--- src/rtl/bypass_net_if.sv ---
// Signal bundle between the issue/read side and the bypass network.
interface bypass_net_if #(
  parameter int DW     = 32,
  parameter int AW     = 5,
  parameter int NSTAGE = 3,
  parameter int NPORT  = 2
);
  localparam int OW = $clog2(NSTAGE + 1);

  logic                   advance;
  logic                   flush;
  logic                   issue_valid;
  logic [AW-1:0]          issue_dst;
  logic                   issue_rdy;
  logic [DW-1:0]          issue_data;
  logic                   late_valid;
  logic [DW-1:0]          late_data;
  logic [NPORT*AW-1:0]    rd_addr;
  logic [NPORT*DW-1:0]    rf_data;
  logic [NPORT*DW-1:0]    out_data;
  logic                   stall;
  logic [OW-1:0]          occ;

  modport master (
    output advance, flush, issue_valid, issue_dst, issue_rdy, issue_data,
           late_valid, late_data, rd_addr, rf_data,
    input  out_data, stall, occ
  );

  modport slave (
    input  advance, flush, issue_valid, issue_dst, issue_rdy, issue_data,
           late_valid, late_data, rd_addr, rf_data,
    output out_data, stall, occ
  );
endinterface

--- src/rtl/bypass_net.sv ---
// Operand bypass network: tracks in-flight results and forwards the youngest
// matching producer to each read port, stalling when that producer is not ready.
module bypass_net #(
  parameter int DW     = 32,
  parameter int AW     = 5,
  parameter int NSTAGE = 3,
  parameter int NPORT  = 2,
  parameter int LRS    = 1
) (
  input logic         clk,
  input logic         rst,
  bypass_net_if.slave bus
);
  localparam int          OW        = $clog2(NSTAGE + 1);
  localparam int unsigned LATE_NEXT = LRS + 1;

  logic          r_valid [NSTAGE];
  logic [AW-1:0] r_dst   [NSTAGE];
  logic          r_rdy   [NSTAGE];
  logic [DW-1:0] r_data  [NSTAGE];

  logic                w_late_hit;
  logic [NPORT*DW-1:0] w_out;
  logic                w_stall;
  logic [OW-1:0]       w_occ;

  assign w_late_hit = r_valid[LRS] && !r_rdy[LRS] && bus.late_valid;

  always_ff @(posedge clk or posedge rst) begin
    if (rst) begin
      for (int unsigned k = 0; k < NSTAGE; k++) begin
        r_valid[k] <= 1'b0;
        r_dst[k]   <= '0;
        r_rdy[k]   <= 1'b0;
        r_data[k]  <= '0;
      end
    end else if (bus.flush) begin
      for (int unsigned k = 0; k < NSTAGE; k++) begin
        r_valid[k] <= 1'b0;
      end
    end else if (bus.advance) begin
      r_valid[0] <= bus.issue_valid && (bus.issue_dst != '0);
      r_dst[0]   <= bus.issue_dst;
      r_rdy[0]   <= bus.issue_rdy;
      r_data[0]  <= bus.issue_data;
      // A late result arriving on a shift follows its entry into the next stage;
      // when LRS is the oldest stage it simply falls off the end.
      for (int unsigned k = 1; k < NSTAGE; k++) begin
        r_valid[k] <= r_valid[k-1];
        r_dst[k]   <= r_dst[k-1];
        if (k == LATE_NEXT && w_late_hit) begin
          r_rdy[k]  <= 1'b1;
          r_data[k] <= bus.late_data;
        end else begin
          r_rdy[k]  <= r_rdy[k-1];
          r_data[k] <= r_data[k-1];
        end
      end
    end else if (w_late_hit) begin
      r_rdy[LRS]  <= 1'b1;
      r_data[LRS] <= bus.late_data;
    end
  end

  // Scan youngest first and lock onto the first match, so an older ready copy
  // never masks a younger pending one.
  always_comb begin : fwd
    logic [AW-1:0] w_addr;
    logic          w_hit;
    logic          w_hrdy;
    logic [DW-1:0] w_hdata;
    w_out   = bus.rf_data;
    w_stall = 1'b0;
    for (int unsigned p = 0; p < NPORT; p++) begin
      w_addr  = bus.rd_addr[p*AW +: AW];
      w_hit   = 1'b0;
      w_hrdy  = 1'b0;
      w_hdata = '0;
      for (int unsigned k = 0; k < NSTAGE; k++) begin
        if (!w_hit && r_valid[k] && (r_dst[k] == w_addr)) begin
          w_hit   = 1'b1;
          w_hrdy  = r_rdy[k];
          w_hdata = r_data[k];
        end
      end
      if ((w_addr != '0) && w_hit) begin
        if (w_hrdy) begin
          w_out[p*DW +: DW] = w_hdata;
        end else begin
          w_stall = 1'b1;
        end
      end
    end
  end

  always_comb begin
    w_occ = '0;
    for (int unsigned k = 0; k < NSTAGE; k++) begin
      w_occ = w_occ + OW'(r_valid[k]);
    end
  end

  assign bus.out_data = w_out;
  assign bus.stall    = w_stall;
  assign bus.occ      = w_occ;
endmodule
--- src/flat_wrapper.sv ---
// flat-port wrapper written by rule: the top's interface ports become plain ports
module bypass_net_flat 
#(
  parameter int DW     = 32,
  parameter int AW     = 5,
  parameter int NSTAGE = 3,
  parameter int NPORT  = 2,
  parameter int LRS    = 1
)
  (clk, rst, bus_advance, bus_flush, bus_issue_valid, bus_issue_dst, bus_issue_rdy, bus_issue_data, bus_late_valid, bus_late_data, bus_rd_addr, bus_rf_data, bus_out_data, bus_stall, bus_occ);
  bypass_net_if #(.DW(DW), .AW(AW), .NSTAGE(NSTAGE), .NPORT(NPORT)) bus_i ();
  input logic clk;
  input logic rst;
  input wire logic [$bits(bus_i.advance)-1:0] bus_advance;
  input wire logic [$bits(bus_i.flush)-1:0] bus_flush;
  input wire logic [$bits(bus_i.issue_valid)-1:0] bus_issue_valid;
  input wire logic [$bits(bus_i.issue_dst)-1:0] bus_issue_dst;
  input wire logic [$bits(bus_i.issue_rdy)-1:0] bus_issue_rdy;
  input wire logic [$bits(bus_i.issue_data)-1:0] bus_issue_data;
  input wire logic [$bits(bus_i.late_valid)-1:0] bus_late_valid;
  input wire logic [$bits(bus_i.late_data)-1:0] bus_late_data;
  input wire logic [$bits(bus_i.rd_addr)-1:0] bus_rd_addr;
  input wire logic [$bits(bus_i.rf_data)-1:0] bus_rf_data;
  output wire logic [$bits(bus_i.out_data)-1:0] bus_out_data;
  output wire logic [$bits(bus_i.stall)-1:0] bus_stall;
  output wire logic [$bits(bus_i.occ)-1:0] bus_occ;
  assign bus_i.advance = bus_advance;
  assign bus_i.flush = bus_flush;
  assign bus_i.issue_valid = bus_issue_valid;
  assign bus_i.issue_dst = bus_issue_dst;
  assign bus_i.issue_rdy = bus_issue_rdy;
  assign bus_i.issue_data = bus_issue_data;
  assign bus_i.late_valid = bus_late_valid;
  assign bus_i.late_data = bus_late_data;
  assign bus_i.rd_addr = bus_rd_addr;
  assign bus_i.rf_data = bus_rf_data;
  assign bus_out_data = bus_i.out_data;
  assign bus_stall = bus_i.stall;
  assign bus_occ = bus_i.occ;
  bypass_net #(.DW(DW), .AW(AW), .NSTAGE(NSTAGE), .NPORT(NPORT), .LRS(LRS)) u_core (.clk(clk), .rst(rst), .bus(bus_i));
endmodule
--- config.mk ---
export PLATFORM = sky130hd
export DESIGN_NAME = bypass_net_flat
export DESIGN_NICKNAME = d
export VERILOG_FILES = /design/src/rtl/bypass_net_if.sv /design/src/rtl/bypass_net.sv /design/src/flat_wrapper.sv
export SDC_FILE = /design/constraint.sdc
export NUM_CORES = 1
export LEC_CHECK = 0
export BUFFER_PORTS_ARGS = -buffer_cell sky130_fd_sc_hd__buf_2
export CAP_MARGIN = 20
export CORE_MARGIN = 2
export CORE_UTILIZATION = 41
export DETAILED_ROUTE_END_ITERATION = 8
export PLACE_DENSITY = 0.74
export SYNTH_ARGS = -nofsm -noshare
export SYNTH_HDL_FRONTEND = slang
export SYNTH_SLANG_ARGS = --single-unit
--- constraint.sdc ---
create_clock -name clk -period 3.35 [get_ports clk]
set_input_delay 0.1675 -clock clk [delete_from_list [all_inputs] [get_ports clk]]
set_output_delay 0.1675 -clock clk [all_outputs]
set_load 0.02 [all_outputs]
==> flow_summary.ini <==
[finish]
fin_nets = 1148
final_layout_size_suffix_gt1_share_pct = 39.11
antenna_cells = 0
area_growth_pct = 32.98
finalInstanceArea_mm2 = 0.009843

[die]
die_area_mm2 = 0.01914
die_w_um = 138.4
coreArea_mm2 = 0.01784
io_pins = 217
dieHeight_um = 138.4
num_rows = 49
start_util_pct = 41.49

[placed_design]
gp_congestion = 0.8991
dp_hpwl_mm = 15.39
numPortBuffers = 216
placed_area_mm2 = 0.008761

[drt]
post_drt_wl_per_cell_um = 19.25
routed-via-count = 7122
route.detailed.drc = 0
wirelength_mm = 23.85
first_iter_violations = 690
dr.pass1.iters = 5
vias_per_cell = 5.748
antenna_left = 0

[sta]
setup_violations = 0
skew_ns = 0.01019
rsz0062_at_grt = false
finalSetupTns_ns = 0
period_minus_slack_ns = 3.186
max_clock_freq_mhz = 313.9
min_period_over_period_pct = 95.10
drv_slew = 0
final-hold-violation-count = 0
worst_pin_slew_ns = 0.7444
maxSlewHeadroom_pct = 50.37

[power_and_ir_drop]
ir_drop_mv = 0.3749
power.density_mw_per_mm2 = 482.3
power_leakage_nw = 4.723

[global_routing]
grt_max_degree = 70
grt_pass1_wl_mm = 37.88
overflow = 0
antenna_found_initial = 1
grtUsageTotal_pct = 24.75
grt_pass1_vias = 7183

[clock_tree]
cts.path.max_buffers = 2
numCtsBuffers = 17
cts.reportedPaths.clkPinSlew_ns = 0.06
cts-htree-levels = 4
clk_latency_ns = 0.42
cts.sinks = 117
root_buffer = clkbuf_16
cts_tree = built

[hold_path]
hold_path.class = in -> reg
hold_depth = 3

[logic_synthesis]
yosys.area_share.simple_pct = 12.22
synth-adder-area-share_pct = 0.2705
synth.ff_latch_count = 117
synth_cells = 766
yosysWarnings = 0
yosys-top-cells-count = 135 x nor2_1, 117 x dfrtp_1, 80 x mux2_2
synth_top_family_by_area = multiplexers
async_flop_share_pct = 100.0
yosys.cell_types.count = 38
yosysSeqAreaShare_pct = 39.55
synth_ff_type = dfrtp_1
yosys-top-cells-area = dfrtp_1 40%, mux2_2 12%, a221oi_1 7.6%, nor2_1 6.8%, mux2_4 6.1%
synth.top_cell.area_share_pct = 39.55
syn_area_mm2 = 0.007402
yosysMostFrequentCell = nor2_1
synth_top_cell_by_area = dfrtp_1
syn_avg_cell_area_um2 = 9.663
synth_nets = 917
synth_edf_count = 0
synthMuxAreaShare_pct = 23.29
synthXorXnorAreaFrac_pct = 3.550
synth_compound_area_share_pct = 17.17

[setup_path]
crit_required_ns = 3.18
cp-end-kind = output port
critical_path.max_fanout = 19
crit_type = reg -> out
critPathArrivalTime_ns = 3.02
reg2reg_depth = 5
startpoint_type = flip-flop

[flow_run]
cap_violations = 0

[outcome]
outcome = finished, final reports clean
state kept, by name, indices dropped and copies added, names as in the netlist:
signal	cells
u_core.r_rdy	3
u_core.r_data	96
u_core.r_dst	15
u_core.r_valid	3
through the flow:
stage	utilization [%]	setup slack, ns	hold WS [ns]	cells	power [mW]
final	55.17	0.1640	0.05844	1239	4.748
after floorplan	-	0.08173	0.3181	766	2.418
after global routing	55.17	0.05251	0.05277	1239	4.964
after CTS	55.02	0.001871	0.03963	1238	4.749
after detailed placement	49.11	0.3117	0.2979	1166	2.729
after global placement	49.02	0.2795	0.2936	1165	2.696
placed cells by master, fill, tap and decap left out, types with 2 or more instances in the layout:
master         instances
a21o_1                 3
a21oi_1                4
a221oi_1              64
a22oi_1               31
a311oi_4               2
and3_4                 2
buf_12                 3
buf_2                216
buf_4                 20
bufinv_16              4
clkbuf_1               2
clkbuf_16             17
clkbuf_8               4
clkinv_2               4
dfrtp_1              117
dlygate4sd3_1         39
mux2_1                 2
mux2_2                80
mux2_4                30
mux2i_1               35
nand2_1               68
nand3_2                2
nand4_1                2
nor2_1               134
nor3b_1                2
nor4_1                 2
nor4_2                 2
o21ai_0               65
o32a_1                 2
or4_1                  3
xnor2_1               13
xor2_1                17
cells by family after synthesis:
kind of cell    Yosys count
simple gates            224
compound gates          178
mux                     147
buf+inv                  69
flops                   117
xor+xnor                 30
fa+ha+maj                 1
cell type report:
| class | count | area (um^2) |
|---|---|---|
| Clock buffer | 23 | 488.0 |
| Timing Repair Buffer | 279 | 1697 |
| Tap cell | 229 | 286.5 |
| Inverter | 2 | 10.01 |
| Clock inverter | 9 | 147.6 |
| Sequential cell | 117 | 2928 |
| Multi-Input combinational cell | 580 | 4287 |
| Fill cell | 1564 | 7998 |
metal layers:
layer / vias up / routed length [um] / GRT usage (%)
met1: 3468 / 9650 / 31.43
met4: 2 / 448 / 8.324
met2: 356 / 11900 / 42.18
li1: 3251 / - / -
met5: - / 8 / 0
met3: 45 / 1842 / 5.161
worst paths after layout:
path | start | slack [ns] | to
max | u_core.r_dst[13] | 0.16 | bus_out_data[7]
min | bus_late_data[1] | 0.06 | u_core.r_data[33]
max reg2reg | u_core.r_valid[1] | 1.26 | u_core.r_data[49]
min reg2reg | u_core.r_rdy[0] | 0.50 | u_core.r_rdy[0]
max in group asynchronous | rst | 2.14 | u_core.r_data[14]
min in group asynchronous | rst | 0.38 | u_core.r_data[65]
report_power, final:
part / total, mW / switching (mW) / internal, mW
Sequential: 1.95 / 0.275 / 1.67
Clock: 1.97 / 0.652 / 1.32
Combinational: 0.832 / 0.408 / 0.424
Total: 4.75 / 1.34 / 3.41
timing repair:
item / CTS / global route
pin swaps: 1 / 1
hold buffers: 39 / 0
hold endpoints to repair: 86 / 0
gates resized for setup: 2 / 3
setup endpoints to repair: 34 / 50
buffers inserted: 1 / 1
critical path: stages (launching register included):
cell	delay, ns
dfrtp_1	0.43
xor2_1	0.19
nor4_2	0.40
and3_4	0.41
o32a_1	0.28
o221ai_4	0.12
buf_4	0.27
mux2_1	0.34
buf_2	0.16
Note: power is estimated with default switching activity, not from simulation.
